## src/rtl/cu_pkg.sv

```systemverilog
// Shared definitions for the multi-cycle control unit: opcodes, state
// encodings and the select codes driven to the extender, ALU, register file
// write port and PC mux.
package cu_pkg;

  localparam int OPW = 6;
  localparam int STW = 3;

  // Opcodes (instruction[31:26])
  localparam logic [OPW-1:0] OP_ADD   = 6'b000000;
  localparam logic [OPW-1:0] OP_SUB   = 6'b000001;
  localparam logic [OPW-1:0] OP_ADDI  = 6'b000010;
  localparam logic [OPW-1:0] OP_OR    = 6'b010000;
  localparam logic [OPW-1:0] OP_AND   = 6'b010001;
  localparam logic [OPW-1:0] OP_ORI   = 6'b010010;
  localparam logic [OPW-1:0] OP_SLL   = 6'b011000;
  localparam logic [OPW-1:0] OP_SLT   = 6'b100110;
  localparam logic [OPW-1:0] OP_SLTIU = 6'b100111;
  localparam logic [OPW-1:0] OP_SW    = 6'b110000;
  localparam logic [OPW-1:0] OP_LW    = 6'b110001;
  localparam logic [OPW-1:0] OP_BEQ   = 6'b110100;
  localparam logic [OPW-1:0] OP_BNE   = 6'b110101;
  localparam logic [OPW-1:0] OP_J     = 6'b111000;
  localparam logic [OPW-1:0] OP_JR    = 6'b111001;
  localparam logic [OPW-1:0] OP_JAL   = 6'b111010;
  localparam logic [OPW-1:0] OP_HALT  = 6'b111111;

  typedef enum logic [STW-1:0] {
    S_IF     = 3'd0,
    S_ID     = 3'd1,
    S_EXE_AL = 3'd2,
    S_EXE_BR = 3'd3,
    S_EXE_LS = 3'd4,
    S_MEM    = 3'd5,
    S_WB_AL  = 3'd6,
    S_WB_LD  = 3'd7
  } state_t;

  // ALU operation codes
  localparam logic [2:0] ALU_ADD = 3'b000;
  localparam logic [2:0] ALU_SUB = 3'b001;
  localparam logic [2:0] ALU_SLL = 3'b010;
  localparam logic [2:0] ALU_OR  = 3'b011;
  localparam logic [2:0] ALU_AND = 3'b100;
  localparam logic [2:0] ALU_LTU = 3'b101;
  localparam logic [2:0] ALU_LT  = 3'b110;

  // Immediate extender modes
  localparam logic [1:0] EXT_SHAMT = 2'b00;
  localparam logic [1:0] EXT_ZERO  = 2'b01;
  localparam logic [1:0] EXT_SIGN  = 2'b10;
  localparam logic [1:0] EXT_CONST = 2'b11;

  // Register file write address select
  localparam logic [1:0] REG_RA = 2'b00;
  localparam logic [1:0] REG_RT = 2'b01;
  localparam logic [1:0] REG_RD = 2'b10;

  // Next-PC select
  localparam logic [1:0] PC_NEXT   = 2'b00;
  localparam logic [1:0] PC_BRANCH = 2'b01;
  localparam logic [1:0] PC_RS     = 2'b10;
  localparam logic [1:0] PC_JUMP   = 2'b11;

  // True for every opcode in the instruction set; anything else runs as a nop.
  function automatic logic is_known(input logic [OPW-1:0] op);
    case (op)
      OP_ADD, OP_SUB, OP_ADDI, OP_OR, OP_AND, OP_ORI, OP_SLL, OP_SLT,
      OP_SLTIU, OP_SW, OP_LW, OP_BEQ, OP_BNE, OP_J, OP_JR, OP_JAL,
      OP_HALT: return 1'b1;
      default: return 1'b0;
    endcase
  endfunction

endpackage

```

## src/rtl/cu_decode.sv

```systemverilog
// Static opcode decode: the datapath selects that stay fixed for the whole
// execute/memory/write-back portion of an instruction.
// Ports:
//   opcode    in  6  instruction[31:26]
//   ext_sel   out 2  immediate extender mode
//   alu_op    out 3  ALU operation
//   alu_src_a out 1  1 = extended shamt, 0 = rs
//   alu_src_b out 1  1 = extended immediate, 0 = rt
//   reg_dst   out 2  register file write address select
module cu_decode
  import cu_pkg::*;
(
  input  logic [OPW-1:0] opcode,
  output logic [1:0]     ext_sel,
  output logic [2:0]     alu_op,
  output logic           alu_src_a,
  output logic           alu_src_b,
  output logic [1:0]     reg_dst
);

  // NOTE: every output gets a default before the case so no path leaves a
  // value unassigned; a missing default here would infer a latch.
  always_comb begin
    ext_sel   = EXT_CONST;
    alu_op    = ALU_ADD;
    alu_src_a = 1'b0;
    alu_src_b = 1'b0;
    reg_dst   = REG_RA;

    case (opcode)
      OP_ADD:   begin alu_op = ALU_ADD; reg_dst = REG_RD; end
      OP_SUB:   begin alu_op = ALU_SUB; reg_dst = REG_RD; end
      OP_OR:    begin alu_op = ALU_OR;  reg_dst = REG_RD; end
      OP_AND:   begin alu_op = ALU_AND; reg_dst = REG_RD; end
      OP_SLT:   begin alu_op = ALU_LT;  reg_dst = REG_RD; end
      OP_SLL: begin
        ext_sel   = EXT_SHAMT;
        alu_op    = ALU_SLL;
        alu_src_a = 1'b1;
        reg_dst   = REG_RD;
      end
      OP_ADDI: begin
        ext_sel = EXT_SIGN; alu_op = ALU_ADD; alu_src_b = 1'b1; reg_dst = REG_RT;
      end
      OP_ORI: begin
        ext_sel = EXT_ZERO; alu_op = ALU_OR; alu_src_b = 1'b1; reg_dst = REG_RT;
      end
      OP_SLTIU: begin
        ext_sel = EXT_ZERO; alu_op = ALU_LTU; alu_src_b = 1'b1; reg_dst = REG_RT;
      end
      OP_LW: begin
        ext_sel = EXT_SIGN; alu_op = ALU_ADD; alu_src_b = 1'b1; reg_dst = REG_RT;
      end
      OP_SW: begin
        ext_sel = EXT_SIGN; alu_op = ALU_ADD; alu_src_b = 1'b1;
      end
      OP_BEQ, OP_BNE: begin
        ext_sel = EXT_SIGN; alu_op = ALU_SUB;
      end
      default: ;
    endcase
  end

endmodule

```

## src/rtl/multi_cycle_control.sv

```systemverilog
// Multi-cycle control unit. Steps each instruction through IF/ID/EXE/MEM/WB,
// producing the per-cycle write enables and datapath mux selects. A halt
// opcode parks the machine in ID until reset.
// Ports:
//   CLK        in   system clock, rising edge
//   RST        in   asynchronous active-low reset
//   opcode     in   instruction[31:26] from the instruction register
//   zero       in   ALU result == 0 (meaningful in EXE_BR)
//   PCWre, IRWre, InsMemRW, RegWre, mRD, mWR        enables / strobes
//   ALUSrcA, ALUSrcB, ALUOp, ExtSel, RegDst         datapath selects
//   WrRegDSrc, DBDataSrc, PCSrc                     write-back / PC selects
//   state      out  current state (debug)
module multi_cycle_control
  import cu_pkg::*;
#(
  parameter int OPW = 6,
  parameter int STW = 3
) (
  input  logic           CLK,
  input  logic           RST,
  input  logic [OPW-1:0] opcode,
  input  logic           zero,
  output logic           PCWre,
  output logic           IRWre,
  output logic           InsMemRW,
  output logic           ALUSrcA,
  output logic           ALUSrcB,
  output logic [2:0]     ALUOp,
  output logic [1:0]     ExtSel,
  output logic [1:0]     RegDst,
  output logic           RegWre,
  output logic           WrRegDSrc,
  output logic           DBDataSrc,
  output logic           mRD,
  output logic           mWR,
  output logic [1:0]     PCSrc,
  output logic [STW-1:0] state
);

  state_t     state_q, state_d;
  logic [1:0] dec_ext_sel, dec_reg_dst;
  logic [2:0] dec_alu_op;
  logic       dec_src_a, dec_src_b;
  logic       in_exec;   // EXE, MEM or WB: decode fields are live

  cu_decode u_decode (
    .opcode    (opcode),
    .ext_sel   (dec_ext_sel),
    .alu_op    (dec_alu_op),
    .alu_src_a (dec_src_a),
    .alu_src_b (dec_src_b),
    .reg_dst   (dec_reg_dst)
  );

  // NOTE: sequential state uses non-blocking assignment so every flop samples
  // the pre-edge value of its inputs.
  always_ff @(posedge CLK or negedge RST) begin
    if (!RST) state_q <= S_IF;
    else      state_q <= state_d;
  end

  assign state = state_q;

  always_comb begin
    state_d = S_IF;
    case (state_q)
      S_IF: state_d = S_ID;
      S_ID: begin
        case (opcode)
          OP_J, OP_JR, OP_JAL:                  state_d = S_IF;
          OP_HALT:                              state_d = S_ID;
          OP_BEQ, OP_BNE:                       state_d = S_EXE_BR;
          OP_LW, OP_SW:                         state_d = S_EXE_LS;
          OP_ADD, OP_SUB, OP_ADDI, OP_OR, OP_AND,
          OP_ORI, OP_SLL, OP_SLT, OP_SLTIU:     state_d = S_EXE_AL;
          default:                              state_d = S_IF;
        endcase
      end
      S_EXE_AL: state_d = S_WB_AL;
      S_EXE_BR: state_d = S_IF;
      S_EXE_LS: state_d = S_MEM;
      S_MEM:    state_d = (opcode == OP_LW) ? S_WB_LD : S_IF;
      S_WB_AL:  state_d = S_IF;
      S_WB_LD:  state_d = S_IF;
      default:  state_d = S_IF;
    endcase
  end

  assign in_exec = (state_q != S_IF) && (state_q != S_ID);

  always_comb begin
    PCWre     = 1'b0;
    IRWre     = 1'b0;
    InsMemRW  = 1'b0;
    RegWre    = 1'b0;
    WrRegDSrc = 1'b0;
    DBDataSrc = 1'b0;
    mRD       = 1'b0;
    mWR       = 1'b0;
    PCSrc     = PC_NEXT;
    ExtSel    = in_exec ? dec_ext_sel : 2'b00;
    ALUOp     = in_exec ? dec_alu_op  : 3'b000;
    ALUSrcA   = in_exec & dec_src_a;
    ALUSrcB   = in_exec & dec_src_b;
    RegDst    = in_exec ? dec_reg_dst : REG_RA;

    case (state_q)
      S_IF: begin
        IRWre    = 1'b1;
        InsMemRW = 1'b1;
      end
      S_ID: begin
        case (opcode)
          OP_J:  begin PCWre = 1'b1; PCSrc = PC_JUMP; end
          OP_JR: begin PCWre = 1'b1; PCSrc = PC_RS;   end
          OP_JAL: begin
            PCWre  = 1'b1;
            PCSrc  = PC_JUMP;
            RegWre = 1'b1;
            RegDst = REG_RA;   // link register; write data is PC+4
          end
          default: PCWre = !is_known(opcode);   // nop retires in ID
        endcase
      end
      S_EXE_BR: begin
        ALUOp  = ALU_SUB;
        ExtSel = EXT_SIGN;
        PCWre  = 1'b1;
        if (((opcode == OP_BEQ) && zero) || ((opcode == OP_BNE) && !zero))
          PCSrc = PC_BRANCH;
      end
      S_MEM: begin
        if (opcode == OP_LW) mRD = 1'b1;
        if (opcode == OP_SW) begin
          mWR   = 1'b1;
          PCWre = 1'b1;
        end
      end
      S_WB_AL, S_WB_LD: begin
        RegWre    = 1'b1;
        PCWre     = 1'b1;
        WrRegDSrc = 1'b1;
        DBDataSrc = (state_q == S_WB_LD);
      end
      default: ;
    endcase

    // Reset suppresses every architectural write, including the IF fetch
    // strobe that the reset state would otherwise drive.
    if (!RST) begin
      PCWre  = 1'b0;
      IRWre  = 1'b0;
      RegWre = 1'b0;
      mWR    = 1'b0;
      mRD    = 1'b0;
    end
  end

endmodule

```

## config.mk

```make
export PLATFORM = sky130hd
export DESIGN_NAME = multi_cycle_control
export DESIGN_NICKNAME = d
export VERILOG_FILES = /design/src/rtl/cu_pkg.sv /design/src/rtl/cu_decode.sv /design/src/rtl/multi_cycle_control.sv
export SDC_FILE = /design/constraint.sdc
export NUM_CORES = 1
export LEC_CHECK = 0
export CAP_MARGIN = 20
export CORE_ASPECT_RATIO = 0.7
export CORE_MARGIN = 4
export CORE_UTILIZATION = 40
export DETAILED_ROUTE_END_ITERATION = 10
export DONT_BUFFER_PORTS = 1
export GPL_TIMING_DRIVEN = 1
export SLEW_MARGIN = 25
export SYNTH_ARGS = -nofsm -noshare
export SYNTH_HDL_FRONTEND = slang
export SYNTH_SLANG_ARGS = --single-unit
```

## constraint.sdc

```tcl
create_clock -name CLK -period 2.03 [get_ports CLK]
set_input_delay 0.406 -clock CLK [delete_from_list [all_inputs] [get_ports CLK]]
set_output_delay 0.406 -clock CLK [all_outputs]
set_load 0.03 [all_outputs]
```

==> flow_summary.ini, run 1 <==
[run_status]
status = finished, violations left
violations = setup timing

[clock_tree]
cts_sinks = 3
clkTransAtPathRegs_ns = 0.04
numCtsBuffers = 3
htreeDepth = 1
cts.path.max_buffers = 2
cts_root_buffer = clkbuf_4
clk_latency_ns = 0.25
cts_tree = done

[global_routing]
grt_max_degree = 25
grt_pass1_vias = 886
overflow = 0
grt_first_pass_wirelength_mm = 4.40
antenna_found_initial = 0
grt_use_total = 0.213

[timing]
final_hold_viol_count = 0
fin_hold_ws_ns = 0.352
skew_ns = 0.000147
rsz0062_at_grt = yes
slew_viol_final = 0
max_freq_mhz = 485
setup_violations = 2
post-route-min-period_ns = 2.06
fin_crit_sh = 1.02
layout_setup_ws_ns = -0.0338
fin_setup_tns_ns = -0.0641
relSlewSlack = 0.735
worstMarginPinSlew_ns = 0.398

[pwr]
pwr-share-seq = 0.123
peakVddDrop_mv = 0.743
switching_power_uw = 524
combPwrFrac = 0.763
powerDensity_nw_per_um2 = 912
p_sw_frac = 0.520
p_int_uw = 482
p_clk_frac = 0.114
p_leak_nw = 0.401
power_mw = 1.01

[cells_and_area]
largest_reg_flops = 3
insertedDiodeCount = 0
fin_area_um2 = 1100
fin_cells = 158
fin_nets = 146
drive_gt1_frac = 0.404
fin_util = 0.595
multiInputGateArea_um2 = 724
fillers = 164
seq_area_um2 = 77.6
syn_to_final_growth_pct = 40.2

[placed_design]
portBuffers = 0
place_congestion = 0.873
place_inst = 148
pre_cts_ws_ns = 0.125
post_dp_cell_area_um2 = 982
dpl.hpwl_mm = 1.90

[synthesis]
synth.largest_area_cell = dfrtp_1
synthCells = 117
syn_nets = 126
ys.flop_type = dfrtp_1
avgSynthCellArea_um2 = 6.73
yosys_warnings = 0
syn_area_um2 = 787
yosys-top-cells-area = dfrtp_1 (9.5%), nor3_1 (6.4%), buf_2 (5.7%)
async_flop_share = 1.00
yosys.area.top_type_share = 0.0954
synth_edf_count = 0
yosysSeqAreaShare = 0.0954
yosysUniqueCellTypes = 47
synth_seq_cells = 3

[floorplanning]
rows = 13
core_um2 = 1850
start_util = 0.424
die_area_um2 = 2750
fp.dieH_um = 45.1
die-width_um = 61.0
ioPinCount = 31

[setup_path]
worstPathMaxFanout = 11
cp-end-kind = primary output
cp-start-kind = flip-flop
crit_arrival_ns = 1.66
setup.worst_path.class = flip-flop to primary output
cp_data_required_time_ns = 1.62

[route]
drtPass1Iterations = 4
wl_mm = 2.67
vias = 995
avgViaCountPerCell = 6.30
drc = 0
wl_per_cell_um = 16.9
ant_nets = 0
drtIter0Drc = 35

[hold_path]
holdCritPathClass = primary input to flip-flop

[job]
maxCapViolations = 0
## synth_stat cells, types with 3 or more instances
library cell  number
nand3_1            7
a21oi_1            5
nor2_1            12
xnor2_1            3
nand2_1            9
buf_4              4
a31oi_1            4
o21ai_0            3
or3_1              3
o22ai_1            4
dfrtp_1            3
buf_2              9
nor3_1            10
inv_1              4
## kinds of logic (layout without fill, tap and decap cells)
kind of cell              after synthesis  in the layout  share of synthesized area
xor gates and xnor gates                3              3                     0.0334
DFF                                     3              3                     0.0954
buffers and inverters                  17             36                      0.114
and+or+nand+nor                        60             60                      0.434
AOI/OAI and AO/OA                      33             33                      0.310
muxes                                   1              1                     0.0127
## worst paths after layout
check	start	to	slack, ns	cells after the start
worst max-delay path	state[2]$_DFF_PN0_	PCSrc[1]	-0.03	4
worst min-delay path	opcode[0]	state[0]$_DFF_PN0_	0.35	2
worst max register to register	state[2]$_DFF_PN0_	state[2]$_DFF_PN0_	0.88	5
worst min register to register	state[1]$_DFF_PN0_	state[2]$_DFF_PN0_	0.59	1
max in group asynchronous	RST	state[1]$_DFF_PN0_	1.44	1
min in group asynchronous	RST	state[0]$_DFF_PN0_	0.42	1
## power by group through the flow
stage / Sequential [mW] / Clock [mW] / Combinational [mW]
after floorplan: 0.153 / 0 / 0.443
after global placement: 0.116 / 0 / 0.659
after detailed placement: 0.119 / 0 / 0.661
after CTS: 0.119 / 0.112 / 0.727
after global routing: 0.130 / 0.128 / 0.814
final: 0.124 / 0.115 / 0.767
## repair_timing
item,CTS,global route
hold buffers,1,0
setup endpoints to repair,4,4
pin swaps,2,0
endpoints found under the hold margin,3,0
setup buffers,3,2
gates resized for setup,11,1
## critical path: stages, from the launching register on
cell and delay, ns:
dfrtp_2 0.45, buf_8 0.17, or3_4 0.39, a2111oi_4 0.19
buf_4 0.21
## per-layer routing
layer / share of wire / vias to the layer above / global-route usage / routed length (um)
met5: 0 / - / 0 / 0
met4: 0.010 / 0 / 0.0390 / 27
met3: 0.10 / 5 / 0.0571 / 270
met2: 0.42 / 55 / 0.309 / 1120
met1: 0.47 / 460 / 0.317 / 1250
li1: - / 475 / - / -
## cell usage in the layout, fill, tap and decap left out, drive strengths merged, types with 2 or more instances in the layout
cell / instances
nor4: 2
nor3: 10
clkbuf: 4
a32oi: 2
a31oi: 4
a211oi: 2
nand2: 10
nand4: 2
inv: 4
o21ai: 4
nand2b: 3
o22ai: 4
o211ai: 2
buf: 27
a21oi: 6
or3: 3
nand3: 7
xnor2: 3
dfrtp: 3
nor2: 13
## area by class of cell
cell class / count / share of cell area
flip-flops and latches: 3 / 0.0703
clock buffers: 4 / 0.0238
well taps: 22 / 0.0249
inverters: 4 / 0.0136
repair buffers: 28 / 0.211
multi-input cells: 97 / 0.656
Note: power is estimated with default switching activity, not from simulation.
==> run 2, diff against run 1 <==
--- a/config.mk
+++ b/config.mk
@@ -11,7 +11,6 @@
 export CORE_UTILIZATION = 40
 export DETAILED_ROUTE_END_ITERATION = 10
 export DONT_BUFFER_PORTS = 1
-export GPL_TIMING_DRIVEN = 1
 export SLEW_MARGIN = 25
 export SYNTH_ARGS = -nofsm -noshare
 export SYNTH_HDL_FRONTEND = slang
==> results of run 2 <==
Final layout, timing and power as in run 1 (identical DEF).
